--- config.mk ---
export PLATFORM = sky130hd
export DESIGN_NAME = cpu_run_ctrl
export DESIGN_NICKNAME = d
export VERILOG_FILES = /design/src/rtl/cpu_run_ctrl.sv
export SDC_FILE = /design/constraint.sdc
export NUM_CORES = 1
export LEC_CHECK = 0
export BUFFER_PORTS_ARGS = -buffer_cell sky130_fd_sc_hd__buf_2
export CELL_PAD_IN_SITES_DETAIL_PLACEMENT = 1
export CELL_PAD_IN_SITES_GLOBAL_PLACEMENT = 2
export CORE_MARGIN = 4
export CORE_UTILIZATION = 29
export DETAILED_ROUTE_END_ITERATION = 16
export PLACE_DENSITY = 0.9
export RECOVER_POWER = 25
export SLEW_MARGIN = 0
export SYNTH_ARGS = -nofsm -noshare
export SYNTH_HDL_FRONTEND = slang
export SYNTH_SLANG_ARGS = --single-unit
export TNS_END_PERCENT = 1
--- constraint.sdc ---
create_clock -name CLK_CPU -period 3.3 [get_ports CLK_CPU]
set_input_delay 0.66 -clock CLK_CPU [delete_from_list [all_inputs] [get_ports CLK_CPU]]
set_output_delay 0.66 -clock CLK_CPU [all_outputs]
set_load 0.01 [all_outputs]
--- src/rtl/cpu_run_ctrl.sv ---
// CPU run/step/halt controller: gates the CPU clock enable and counts enabled cycles.
// Halts on request, breakpoint match or cycle limit, and can resume past a breakpoint.
module cpu_run_ctrl #(
    parameter int unsigned STEP_LEN = 1
) (
    input  logic        CLK_CPU,
    input  logic        RST_CPU,
    input  logic        run_req,
    input  logic        step_req,
    input  logic        halt_req,
    input  logic        clr,
    input  logic        bp_en,
    input  logic [31:0] bp_addr,
    input  logic [31:0] pc_in,
    input  logic [31:0] cycle_limit,
    output logic        cpu_en,
    output logic [31:0] cycle_cnt,
    output logic [1:0]  state,
    output logic [1:0]  halt_cause
);

    typedef enum logic [1:0] {
        IDLE = 2'b00,
        RUN  = 2'b01,
        STEP = 2'b10,
        HALT = 2'b11
    } state_t;

    localparam logic [1:0] C_NONE = 2'b00;
    localparam logic [1:0] C_HREQ = 2'b01;
    localparam logic [1:0] C_BP   = 2'b10;
    localparam logic [1:0] C_LIM  = 2'b11;
    localparam logic [7:0] L_STEP = 8'(STEP_LEN);

    state_t      r_state;
    logic [1:0]  r_cause;
    logic [31:0] r_cnt;
    logic [7:0]  r_step_cnt;
    logic        r_bp_skip;
    logic        r_run_q;
    logic        r_step_q;

    logic        w_run_edge;
    logic        w_step_edge;
    logic        w_bp_hit;
    logic        w_limit_hit;
    logic        w_run_en;
    logic        w_step_en;
    logic        w_cpu_en;
    logic [7:0]  w_step_inc;

    assign w_run_edge  = run_req & ~r_run_q;
    assign w_step_edge = step_req & ~r_step_q;
    assign w_bp_hit    = bp_en & (pc_in == bp_addr) & ~r_bp_skip;
    assign w_limit_hit = (cycle_limit != 32'd0) & (r_cnt >= cycle_limit);
    assign w_step_inc  = r_step_cnt + 8'd1;

    assign w_run_en  = (r_state == RUN) & ~halt_req & ~w_limit_hit & ~w_bp_hit;
    assign w_step_en = (r_state == STEP) & (r_step_cnt < L_STEP) & ~w_limit_hit;
    assign w_cpu_en  = w_run_en | w_step_en;

    assign cpu_en     = w_cpu_en;
    assign cycle_cnt  = r_cnt;
    assign state      = r_state;
    assign halt_cause = r_cause;

    always_ff @(posedge CLK_CPU or posedge RST_CPU) begin
        if (RST_CPU) begin
            r_state    <= IDLE;
            r_cause    <= C_NONE;
            r_cnt      <= 32'd0;
            r_step_cnt <= 8'd0;
            r_bp_skip  <= 1'b0;
            r_run_q    <= 1'b0;
            r_step_q   <= 1'b0;
        end else begin
            r_run_q  <= run_req;
            r_step_q <= step_req;
            if (clr) begin
                r_state    <= IDLE;
                r_cause    <= C_NONE;
                r_cnt      <= 32'd0;
                r_step_cnt <= 8'd0;
                r_bp_skip  <= 1'b0;
            end else begin
                if (w_cpu_en && r_cnt != 32'hFFFF_FFFF)
                    r_cnt <= r_cnt + 32'd1;
                if (w_cpu_en)
                    r_bp_skip <= 1'b0;
                unique case (r_state)
                    IDLE, HALT: begin
                        // halt_req and limit_hit outrank a start request
                        if (!halt_req && !w_limit_hit
                            && (w_run_edge || w_step_edge)) begin
                            r_state    <= w_run_edge ? RUN : STEP;
                            r_cause    <= C_NONE;
                            r_step_cnt <= 8'd0;
                            if (r_state == HALT && r_cause == C_BP)
                                r_bp_skip <= 1'b1;
                        end
                    end
                    RUN: begin
                        if (halt_req) begin
                            r_state <= HALT;
                            r_cause <= C_HREQ;
                        end else if (w_limit_hit) begin
                            r_state <= HALT;
                            r_cause <= C_LIM;
                        end else if (w_bp_hit) begin
                            r_state <= HALT;
                            r_cause <= C_BP;
                        end
                    end
                    STEP: begin
                        if (halt_req) begin
                            r_state <= HALT;
                            r_cause <= C_HREQ;
                        end else if (w_limit_hit) begin
                            r_state <= HALT;
                            r_cause <= C_LIM;
                        end else if (w_step_en) begin
                            r_step_cnt <= w_step_inc;
                            if (w_step_inc >= L_STEP)
                                r_state <= IDLE;
                        end
                    end
                endcase
            end
        end
    end

endmodule
==> flow_summary.ini <==
[finish]
post-route-util_pct = 38.5
num_antenna_cells = 0
layout-drive-gt1-share_pct = 30.2
fillers = 1654
final_nets = 750
stdcell_area_um2 = 5100
area_delta_synth_final_pct = 30.3

[route]
viasPerCell = 5.23
drt_pass1_iterations = 4
wire_per_inst_um = 17.4
wl_mm = 13.7
routed-via-count = 4111
postRouteAntennaNets = 0
drc_errors = 0
drtIter0Drc = 122

[timing]
fmax_ghz = 0.318
tns_ns = 0
timing_hold_violations_final = 0
setup_viol_count_final = 0
holdWs_ns = 0.489
maxSlewViolCount = 48
slew-limit-headroom_pct = -24.4
rsz0062_at_grt = false
final.min_clock_period_ns = 3.14
tightest_slew_ns = 1.86
period_share_pct = 95.2
fin_skew_ns = 0.00599

[placed_design]
gp_congestion = 0.871
dpl_cell_area_um2 = 4870
hpwl_mm = 10.9
portBuffers = 139

[worst_hold_path]
holdPathEnd = r_step_q
hp-class = in -> reg
holdPathStages = 1
min_from = step_req

[die]
coreArea_um2 = 13200
pin_count = 140
initial_core_util_pct = 29.6
die_y_um = 124
rows = 42
die_w_um = 124
dieArea_um2 = 15400

[logic_synthesis]
synth_top_area_share_pct = 30.0
synth.most_common_cell = dfrtp_1
synthFlopType = dfrtp_1
synth_common_cells = dfrtp_1 (47), inv_1 (46), ha_1 (38), a21oi_1 (34), xnor2_1 (34)
netlist_top_cells_area = dfrtp_1 (30%), ha_1 (12%), xnor2_1 (7.6%), inv_1 (4.4%), a21oi_1 (4.3%)
yosys.area.top_type = dfrtp_1
synthesis.instances = 460
syn_area_um2 = 3920
synth_warnings = 0
ys_types = 62
async_flop_share_pct = 100
avgSynthCellArea_um2 = 8.52
ys_ff_latch = 47
synth_nets = 601
synth-edff-count = 0
synth_seq_area_share_pct = 30.0

[critical_path]
crit_fanout = 4
cp.arrival_ns = 2.48
rr_startpoint = cycle_cnt[5]
r2r-end = cycle_cnt[17]
cp.required_ns = 2.64
cp-start-kind = input pin
critPathSlowestCell = ha_1
worst_setup_path_end_kind = output pin
rr_worst_depth = 11
slowest_delay_ns = 0.31
rrSetupSlack_ns = 0.32
crit_chain = buf_2 -> inv_1 -> ha_1 -> a21oi_1 -> o21ai_0 -> a21o_1 -> a211oi_2 -> a2bb2oi_4 -> nand2_2 -> inv_1 -> buf_2
worst-setup-path-type = in -> out

[pwr]
vdd_ir_drop_max_uv = 221
p_leak_nw = 2.51
p_per_area_nw_per_um2 = 391

[clock_tree]
clock_latency_ns = 0.29
clockBufferDepth = 2
htreeDepth = 2
cts_tree = built
cts_sinks = 47
cts-root-buf = clkbuf_16
cts_hold_buf = 0
cts_buffers = 5
clk_pin_slew_ns = 0.07

[flow_run]
maxCapViolations = 1

[global_route]
gr-usage-all-layers_pct = 17.6
grt_antenna_before_repair = 0
grt-ovfl-total = 0
grt_pass1_wl_mm = 22.6
grt_max_degree = 48
grt_pass1_vias = 4572

[status]
status = finished with violations
failed_checks = capacitance limit, slew limit
## state kept, by name, indices dropped and copies added (netlist names)
signal,flops
r_run_q,1
r_step_q,1
halt_cause,2
r_bp_skip,1
cycle_cnt,32
r_step_cnt,8
state,2
## where the power goes
part | internal, mW | switching [mW] | total (mW)
Sequential | 0.597 | 0.0288 | 0.625
Clock | 0.435 | 0.231 | 0.666
Combinational | 0.286 | 0.417 | 0.703
Total | 1.32 | 0.676 | 1.99
## kinds of logic after synthesis
| logic type | after synthesis | synth area share [%] |
|---|---|---|
| and+or+nand+nor | 174 | 25.0 |
| DFF | 47 | 30.0 |
| xor gates and xnor gates | 36 | 8.05 |
| AOI/OAI and AO/OA | 98 | 16.6 |
| adders and majority gates | 38 | 12.1 |
| buffers and inverters | 61 | 6.48 |
| muxes | 6 | 1.63 |
## per-stage QoR
step | power (mW) | setup WS, ns | instances
after floorplan | 1.09 | 0.435 | 460
after global placement | 1.29 | 0.148 | 776
after detailed placement | 1.32 | -0.0792 | 776
after CTS | 1.99 | 0.0704 | 784
after global routing | 2.12 | 0.0153 | 786
final | 1.99 | 0.158 | 786
## metal layers
layer  share of wire (%)  GRT usage (%)
met3                 5.9           3.91
met1                  41           20.9
met5                   0              0
met4                0.98           3.80
met2                  52           32.2
## worst max-delay path: cells and delay by family
kind,cells,cell delay (ns)
simple gates,1,0.11
buf+inv,4,0.36
compound gates,5,1.03
fa+ha+maj,1,0.31
## worst max path at each step
stage	endpoint	slack (ns)	from
6_report	cpu_en	0.16	cycle_limit[5]
5_1_grt	cpu_en	0.02	cycle_cnt[0]
4_1_cts	cpu_en	0.07	cycle_cnt[0]
3_5_place_dp	cycle_cnt[29]	-0.08	cycle_limit[5]
3_3_place_gp	cycle_cnt[10]	0.15	cycle_limit[7]
2_1_floorplan	cpu_en	0.43	cycle_limit[19]
## timing repair
| item | 4_1_cts | 5_1_grt |
|---|---|---|
| setup buffers | 0 | 1 |
| resized for setup | 0 | 6 |
| endpoints found under the setup margin | 0 | 11 |
## cell type report
cell class	instances	area, um2	area share, %
Clock buffer	6	129	2.52
Clock inverter	2	60.1	1.18
Sequential cell	47	1180	23.1
Multi-Input combinational cell	353	2510	49.2
Inverter	46	173	3.38
Tap cell	176	220	4.31
Timing Repair Buffer	156	835	16.3
## placed cells by master (no fill, tap or decap), types with 3 or more instances in the layout
master and instances:
buf_4 16, inv_1 45, or3_1 14, mux2i_1 3
ha_1 38, clkbuf_16 5, nor2_1 27, or4_1 6
dfrtp_1 46, a21oi_1 34, nor3_1 6, nand3_1 17
nand2_1 31, and3_1 7, o21a_1 6, o31ai_1 6
or2_2 4, o31a_1 4, nand2b_1 6, buf_2 138
a21o_1 4, mux2_2 3, o21ai_0 18, nor4_1 16
xnor2_1 34, nand4_1 23
(Power assumes the default switching activity.)
